`src/rtl/defines.v`:
```
// Shared core-wide widths and encodings for the register file and its clients.
`ifndef REGFILE_DEFINES_V
`define REGFILE_DEFINES_V

`define RADDR_WIDTH   5
`define RDATA_WIDTH   32
`define READ_ENABLE   1'b1
`define READ_DISABLE  1'b0
`define WRITE_ENABLE  1'b1
`define WRITE_DISABLE 1'b0
`define ZERO_REG      5'h0
`define REG_NUM       32
`define PEND_WIDTH    2

`endif

```
`src/rtl/regfile_sb_pkg.sv`:
```
// Shared types and helpers for the regfile_sb register file / scoreboard.
`include "defines.v"

package regfile_sb_pkg;

  localparam int AW = `RADDR_WIDTH;
  localparam int DW = `RDATA_WIDTH;

  typedef logic [AW-1:0] addr_t;
  typedef logic [DW-1:0] data_t;

  // True when the write-back port targets the given address this cycle.
  function automatic logic addr_hit(input logic we, input addr_t waddr, input addr_t raddr);
    return (we == `WRITE_ENABLE) && (waddr == raddr);
  endfunction

endpackage

```
`src/rtl/regfile_sb_rport.sv`:
```
// One combinational read port: zero/enable/bypass data mux plus the RAW busy term.
`include "defines.v"

module regfile_sb_rport
  import regfile_sb_pkg::*;
#(
  parameter int PEND_W = `PEND_WIDTH
) (
  input  logic              rst,
  input  addr_t             raddr,
  input  logic              re,
  input  logic              wb_we,
  input  addr_t             wb_waddr,
  input  data_t             wb_wdata,
  input  data_t             reg_data,
  input  logic [PEND_W-1:0] pend_cnt,
  output data_t             rdata,
  output logic              busy
);

  logic active;
  logic hit;

  assign active = !rst && (re == `READ_ENABLE) && (raddr != `ZERO_REG);
  assign hit    = addr_hit(wb_we, wb_waddr, raddr);

  always_comb begin
    rdata = '0;
    if (active) begin
      rdata = hit ? wb_wdata : reg_data;
    end
  end

  // The last in-flight write retiring now is already visible through the bypass.
  assign busy = active && (pend_cnt != '0) && !(hit && pend_cnt == PEND_W'(1));

endmodule

```
`src/rtl/regfile_sb.sv`:
```
// RV32 integer register file with per-register pending-write scoreboard.
// Optional debug read port enabled by defining REGFILE_DBG_PORT_EN.
`include "defines.v"

module regfile_sb
  import regfile_sb_pkg::*;
#(
  parameter int NUM_REGS = `REG_NUM,
  parameter int PEND_W   = `PEND_WIDTH
) (
  input  logic                    clk,
  input  logic                    rst,
  input  logic [`RADDR_WIDTH-1:0] reg1_raddr_i,
  input  logic                    reg1_re_i,
  output logic [`RDATA_WIDTH-1:0] reg1_rdata_o,
  input  logic [`RADDR_WIDTH-1:0] reg2_raddr_i,
  input  logic                    reg2_re_i,
  output logic [`RDATA_WIDTH-1:0] reg2_rdata_o,
  output logic                    reg1_busy_o,
  output logic                    reg2_busy_o,
  input  logic                    wb_we_i,
  input  logic [`RADDR_WIDTH-1:0] wb_waddr_i,
  input  logic [`RDATA_WIDTH-1:0] wb_wdata_i,
  input  logic                    iss_we_i,
  input  logic [`RADDR_WIDTH-1:0] iss_waddr_i,
  output logic                    iss_full_o
`ifdef REGFILE_DBG_PORT_EN
  ,
  input  logic [`RADDR_WIDTH-1:0] dbg_raddr_i,
  output logic [`RDATA_WIDTH-1:0] dbg_rdata_o
`endif
);

  localparam logic [PEND_W-1:0] PEND_MAX = '1;

  data_t             regs      [NUM_REGS];
  logic [PEND_W-1:0] pend      [NUM_REGS];
  logic [PEND_W-1:0] pend_next [NUM_REGS];

  // A retirement to the same register in this cycle frees a slot for the issue.
  assign iss_full_o = (iss_we_i == `WRITE_ENABLE) && (iss_waddr_i != `ZERO_REG) &&
                      (pend[iss_waddr_i] == PEND_MAX) &&
                      !addr_hit(wb_we_i, wb_waddr_i, iss_waddr_i);

  genvar gi;
  generate
    for (gi = 0; gi < NUM_REGS; gi++) begin : g_pend
      if (gi == 0) begin : g_zero
        assign pend_next[gi] = '0;
      end else begin : g_track
        logic inc;
        logic dec;
        assign inc = (iss_we_i == `WRITE_ENABLE) && (iss_waddr_i == AW'(gi)) && !iss_full_o;
        assign dec = (wb_we_i == `WRITE_ENABLE) && (wb_waddr_i == AW'(gi)) && (pend[gi] != '0);
        assign pend_next[gi] = (inc && !dec) ? pend[gi] + PEND_W'(1) :
                               (dec && !inc) ? pend[gi] - PEND_W'(1) : pend[gi];
      end
    end
  endgenerate

  always_ff @(posedge clk or posedge rst) begin
    if (rst) begin
      for (int i = 0; i < NUM_REGS; i++) begin
        regs[i] <= '0;
        pend[i] <= '0;
      end
    end else begin
      if ((wb_we_i == `WRITE_ENABLE) && (wb_waddr_i != `ZERO_REG)) begin
        regs[wb_waddr_i] <= wb_wdata_i;
      end
      for (int i = 0; i < NUM_REGS; i++) begin
        pend[i] <= pend_next[i];
      end
    end
  end

  regfile_sb_rport #(.PEND_W(PEND_W)) u_rport1 (
    .rst      (rst),
    .raddr    (reg1_raddr_i),
    .re       (reg1_re_i),
    .wb_we    (wb_we_i),
    .wb_waddr (wb_waddr_i),
    .wb_wdata (wb_wdata_i),
    .reg_data (regs[reg1_raddr_i]),
    .pend_cnt (pend[reg1_raddr_i]),
    .rdata    (reg1_rdata_o),
    .busy     (reg1_busy_o)
  );

  regfile_sb_rport #(.PEND_W(PEND_W)) u_rport2 (
    .rst      (rst),
    .raddr    (reg2_raddr_i),
    .re       (reg2_re_i),
    .wb_we    (wb_we_i),
    .wb_waddr (wb_waddr_i),
    .wb_wdata (wb_wdata_i),
    .reg_data (regs[reg2_raddr_i]),
    .pend_cnt (pend[reg2_raddr_i]),
    .rdata    (reg2_rdata_o),
    .busy     (reg2_busy_o)
  );

`ifdef REGFILE_DBG_PORT_EN
  // Debug sees committed state only, never the write-back bypass.
  assign dbg_rdata_o = (rst || dbg_raddr_i == `ZERO_REG) ? '0 : regs[dbg_raddr_i];
`endif

endmodule
```
`config.mk`:
```
export PLATFORM = sky130hd
export DESIGN_NAME = regfile_sb
export DESIGN_NICKNAME = d
export VERILOG_FILES = /design/src/rtl/regfile_sb_pkg.sv /design/src/rtl/regfile_sb_rport.sv /design/src/rtl/regfile_sb.sv
export VERILOG_INCLUDE_DIRS = /design/src /design/src/rtl
export SDC_FILE = /design/constraint.sdc
export NUM_CORES = 2
export LEC_CHECK = 0
export CORE_MARGIN = 3
export CORE_UTILIZATION = 40
export DETAILED_ROUTE_END_ITERATION = 10
export GPL_TIMING_DRIVEN = 0
export HOLD_SLACK_MARGIN = 0.05
export SKIP_CTS_REPAIR_TIMING = 1
export SYNTH_ARGS = -nofsm -noshare
export SYNTH_HDL_FRONTEND = slang
export SYNTH_SLANG_ARGS = --single-unit
```
`constraint.sdc`:
```
create_clock -name clk -period 45.1 [get_ports clk]
set_input_delay 9.02 -clock clk [delete_from_list [all_inputs] [get_ports clk]]
set_output_delay 9.02 -clock clk [all_outputs]
set_load 0.03 [all_outputs]
```
==> summary.md <==
| Metric | Value |
|---|---|
| Class of the most critical hold timing path | flop to flop |
| Worst Setup SP | wb_waddr_i[1] |
| Post-synthesis to final-layout area growth | 13.6% |
| Worst Hold End | regs[1015] |
| Switching power share of the total | 0.301 |
| Maximum operating frequency | between 40 and 50 MHz |
| CTS tree | yes |
| Part of the Yosys area used for sequential elements | 0.456 |
| Largest delay share family, worst path | buffers and inverters |
| Area share of the largest cell type after synthesis | 0.456 |
| Ports placed on the boundary | 125 |
| Net count after synthesis | 4033 |
| Top cells by area in the synthesized netlist | dfrtp_1 46%, mux4_2 23%, mux2_2 19% |
| Initial detailed-routing violation count | 5422 |
| Outcome | finished with violations |
| Kind of start point of the critical path | input port |
| Power density normalized to cell area | 45.2 nW/um2 |
| Worst R2R End | pend[57] |
| Max transition margin | -0.0922 |
| Worst-margin pin slew | 1.64 ns |
| Power Internal | around 2.1 mW |
| Core area | 148000 um2 |
| Post-layout net count | approximately 4300 |
| Number of vias per cell after detailed routing | 6.66 |
| Worst path bufs/invs | 4 |
| Yosys reg bits | ~1100 |
| Final RePlAce weighted congestion | around 0.96 |
| Crit path largest cell delay | roughly 1.2 ns |
| Top_reg_cell synth | dfrtp_1 |
| Mean cell area of the mapped netlist | between 15 and 20 um2 |
| Failing checks | capacitance limit, slew limit |
| Sequential power share | 0.443 |
| Share of power burned in combinational logic | 0.234 |
| Sum of negative setup slack | 0 ns |
| Post-Synthesis Cells | 3944 |
| Final setup violating endpoints | 0 |
| RSZ-0062 raised after global routing | false |
| Signal arrival time at the worst endpoint | 13.90 ns |
| Port Buffer Count | roughly 110 |
| Ys async rst share | 1.00 |
| Static leakage power | 28.6 nW |
| Clock-pin slew reported for the worst setup and hold paths after clock tree synthesis | 0.06 ns |
| Height of the die | 392 um |
| Number of CTS-inserted buffers | about 120 |
| Full die area | 154000 um2 |
| Number of iterations in the first detailed-routing pass | 7 |
| Number of enable flip-flop cells after synthesis | 0 |
| Relative contribution of the clock network to total power | 0.322 |
| Cell type with the largest total area after synthesis | dfrtp_1 |
| Final standard cell area without fillers | 67700 um2 |
| Sum of routed wire length over all layers | 238000 um |
| Area of placed instances | ~64000 um2 |
| Combined area of all synthesized cells | 59600 um2 |
| Shortest clock period the worst path allows after layout | 22.92 ns |
| Number of max-slew violations in the final report | 65 |
| Largest net degree at the start of global routing | 43 |
| Final worst clock skew | 0.0134 ns |
| Share of final-layout standard cells stronger than drive strength 1 | 0.464 |
| Startpoint of the worst register-to-register path | pend[58] |
| Class of the most critical setup path | input port to primary output |
| Highest ir drop seen on vdd | about 0.000039 V |
| Mean routed wirelength per cell | between 30 and 40 um |
| Flop-to-flop setup slack | 42.00 ns |
| GRT overflow | 0 |
| Post-route worst setup slack | 22.18 ns |
| Slowest cell on crit path | clkbuf_1 |
| Largest fanout on the critical path | 10 |
| H-tree levels | 3 |
| Global-route wire length before repair | between 300000 and 400000 um |
| Maximum Capacitance Violations | 7 |
| Series of cell instances along the critical path | clkdlybuf4s50_1, clkbuf_1, xor2_1, nor4_1, nand3_1, nor2_1, clkbuf_1, a21o_1, clkdlybuf4s50_1 |
| Overall fraction of global-route tracks in use | 0.310 |
| Number of warnings printed during yosys synthesis | 0 |
| Initial antenna violation count | 14 |
| Required arrival time at the worst endpoint | between 30 and 40 ns |
| Min-delay src | regs[1015] |
| Number of global-route vias before repair | 40731 |
| Initial Utilization | 0.403 |
| Number of DRC violations after detailed routing | 0 |
| Horizontal die dimension | 392 um |
| Detailed placement HPWL | 173000 um |
| Row count | around 140 |
| Number of stages on the worst hold path | 1 |
| Count of vias placed by the detailed router | about 42000 |
| Total power | between 3 and 4 mW |
| Root Buffer | clkbuf_16 |
| Number of different library cells in the post-synthesis netlist | 61 |
| Worst Setup End Kind | primary output |
| Later-pin clock latency in the skew report | ~0.75 ns |
| Part of the cycle the worst path needs | 0.508 |
| Switching power | 0.922 mW |
| Count of final hold-check violations | 0 |
| Number of clock sinks seen by CTS | 1086 |
| Worst-case reg-to-reg path depth | 7 |
| Pre-CTS WS | 22.39 ns |
| Final core utilization | 0.458 |
| Remaining antenna violation count | 0 |
| Maximum number of buffers from clock root to sink | 3 |
## flip-flops by register name (all words and copies together) (netlist names)
register,flops
regs,1024
pend,62
## power groups by stage
stage               Combinational (mW)  Sequential [mW]  Clock [mW]
floorplan                        0.516             1.31           0
global placement                 0.681             1.36           0
detailed placement               0.699             1.36           0
CTS                              0.702             1.35       0.993
global route                     0.750             1.38        1.03
finish                           0.717             1.36       0.987
## per-stage QoR
stage	hold WS [ns]	cells
detailed placement	0.465	6019
CTS	0.481	6231
floorplan	0.441	3944
finish	0.480	6244
global placement	0.458	5987
global route	0.503	6233
## cells in the mapped netlist, types with 3 or more instances
cell type  count
inv_1          3
mux2i_1       17
buf_6         31
buf_4         11
mux2_2       997
a311oi_1      29
ha_1          31
a211oi_1      10
buf_1         52
nor3_1        19
nand3_1       25
xnor2_1       42
xor2_1        66
nor4b_1       31
nand2_1      164
a2111oi_0      3
o22ai_1       63
nand3b_1       3
a221o_1       32
o211ai_1      19
nor2_1        88
dfrtp_1     1086
nor2b_1       11
a21oi_1        4
o21ai_0       23
nor4_1         3
nand4_1        4
clkbuf_1     230
mux4_2       614
a21o_1        32
and2_1         5
nor3b_1        3
and3_1        32
buf_2        115
o21a_1         4
o21bai_1       6
nand2b_1       6
## layer usage
layer | up-vias | part of all wire | GRT usage
met5 | - | 0.0015 | 0.00702
met4 | 14 | 0.053 | 0.150
met3 | 550 | 0.12 | 0.102
met2 | 2755 | 0.44 | 0.455
met1 | 22486 | 0.39 | 0.414
li1 | 15811 | - | -
## final cells by class
type                            instances  area [um2]
Fill cell                           13174       80200
Clock inverter                         30         369
Multi-Input combinational cell       2410       30300
Timing Repair Buffer                  146        1790
Sequential cell                      1086       27200
Clock buffer                          182        3470
Antenna cell                           12        30.0
Buffer                                441        2100
Inverter                                7        30.0
Tap cell                             1930        2410
## how the worst max path moves through the flow
stage,slack [ns],cells past startpoint,end
detailed placement,22.39,9,reg2_rdata_o[4]
CTS,22.37,9,reg2_rdata_o[4]
global placement,-6.28,7,reg2_rdata_o[4]
finish,22.18,9,reg2_rdata_o[4]
floorplan,8.33,5,reg2_rdata_o[0]
global route,22.12,9,reg2_rdata_o[4]
## kinds of logic after synthesis
group	Yosys count	synth area share
adders and majority gates	31	0.00651
xor gates and xnor gates	108	0.0159
AOI/OAI and AO/OA	241	0.0305
DFF	1086	0.456
muxes	1628	0.423
and+or+nand+nor	402	0.0323
buffers and inverters	448	0.0354
## cells in the final DEF (no fill, tap or decap), types with 25 or more instances in the layout
master and n:
clkdlybuf4s50_1 113, mux2_2 997, xor2_1 66, clkbuf_16 119
and3_1 32, a21o_1 32, buf_1 51, mux4_2 614
nor4b_1 31, dfrtp_1 1086, a221o_1 32, ha_1 31
a311oi_1 29, nand3_1 25, clkbuf_8 26, o22ai_1 63
buf_2 116, buf_12 31, nand2_1 164, clkbuf_1 260
xnor2_1 42, buf_6 31, nor2_1 88
Power figures use the tool's default switching activity.
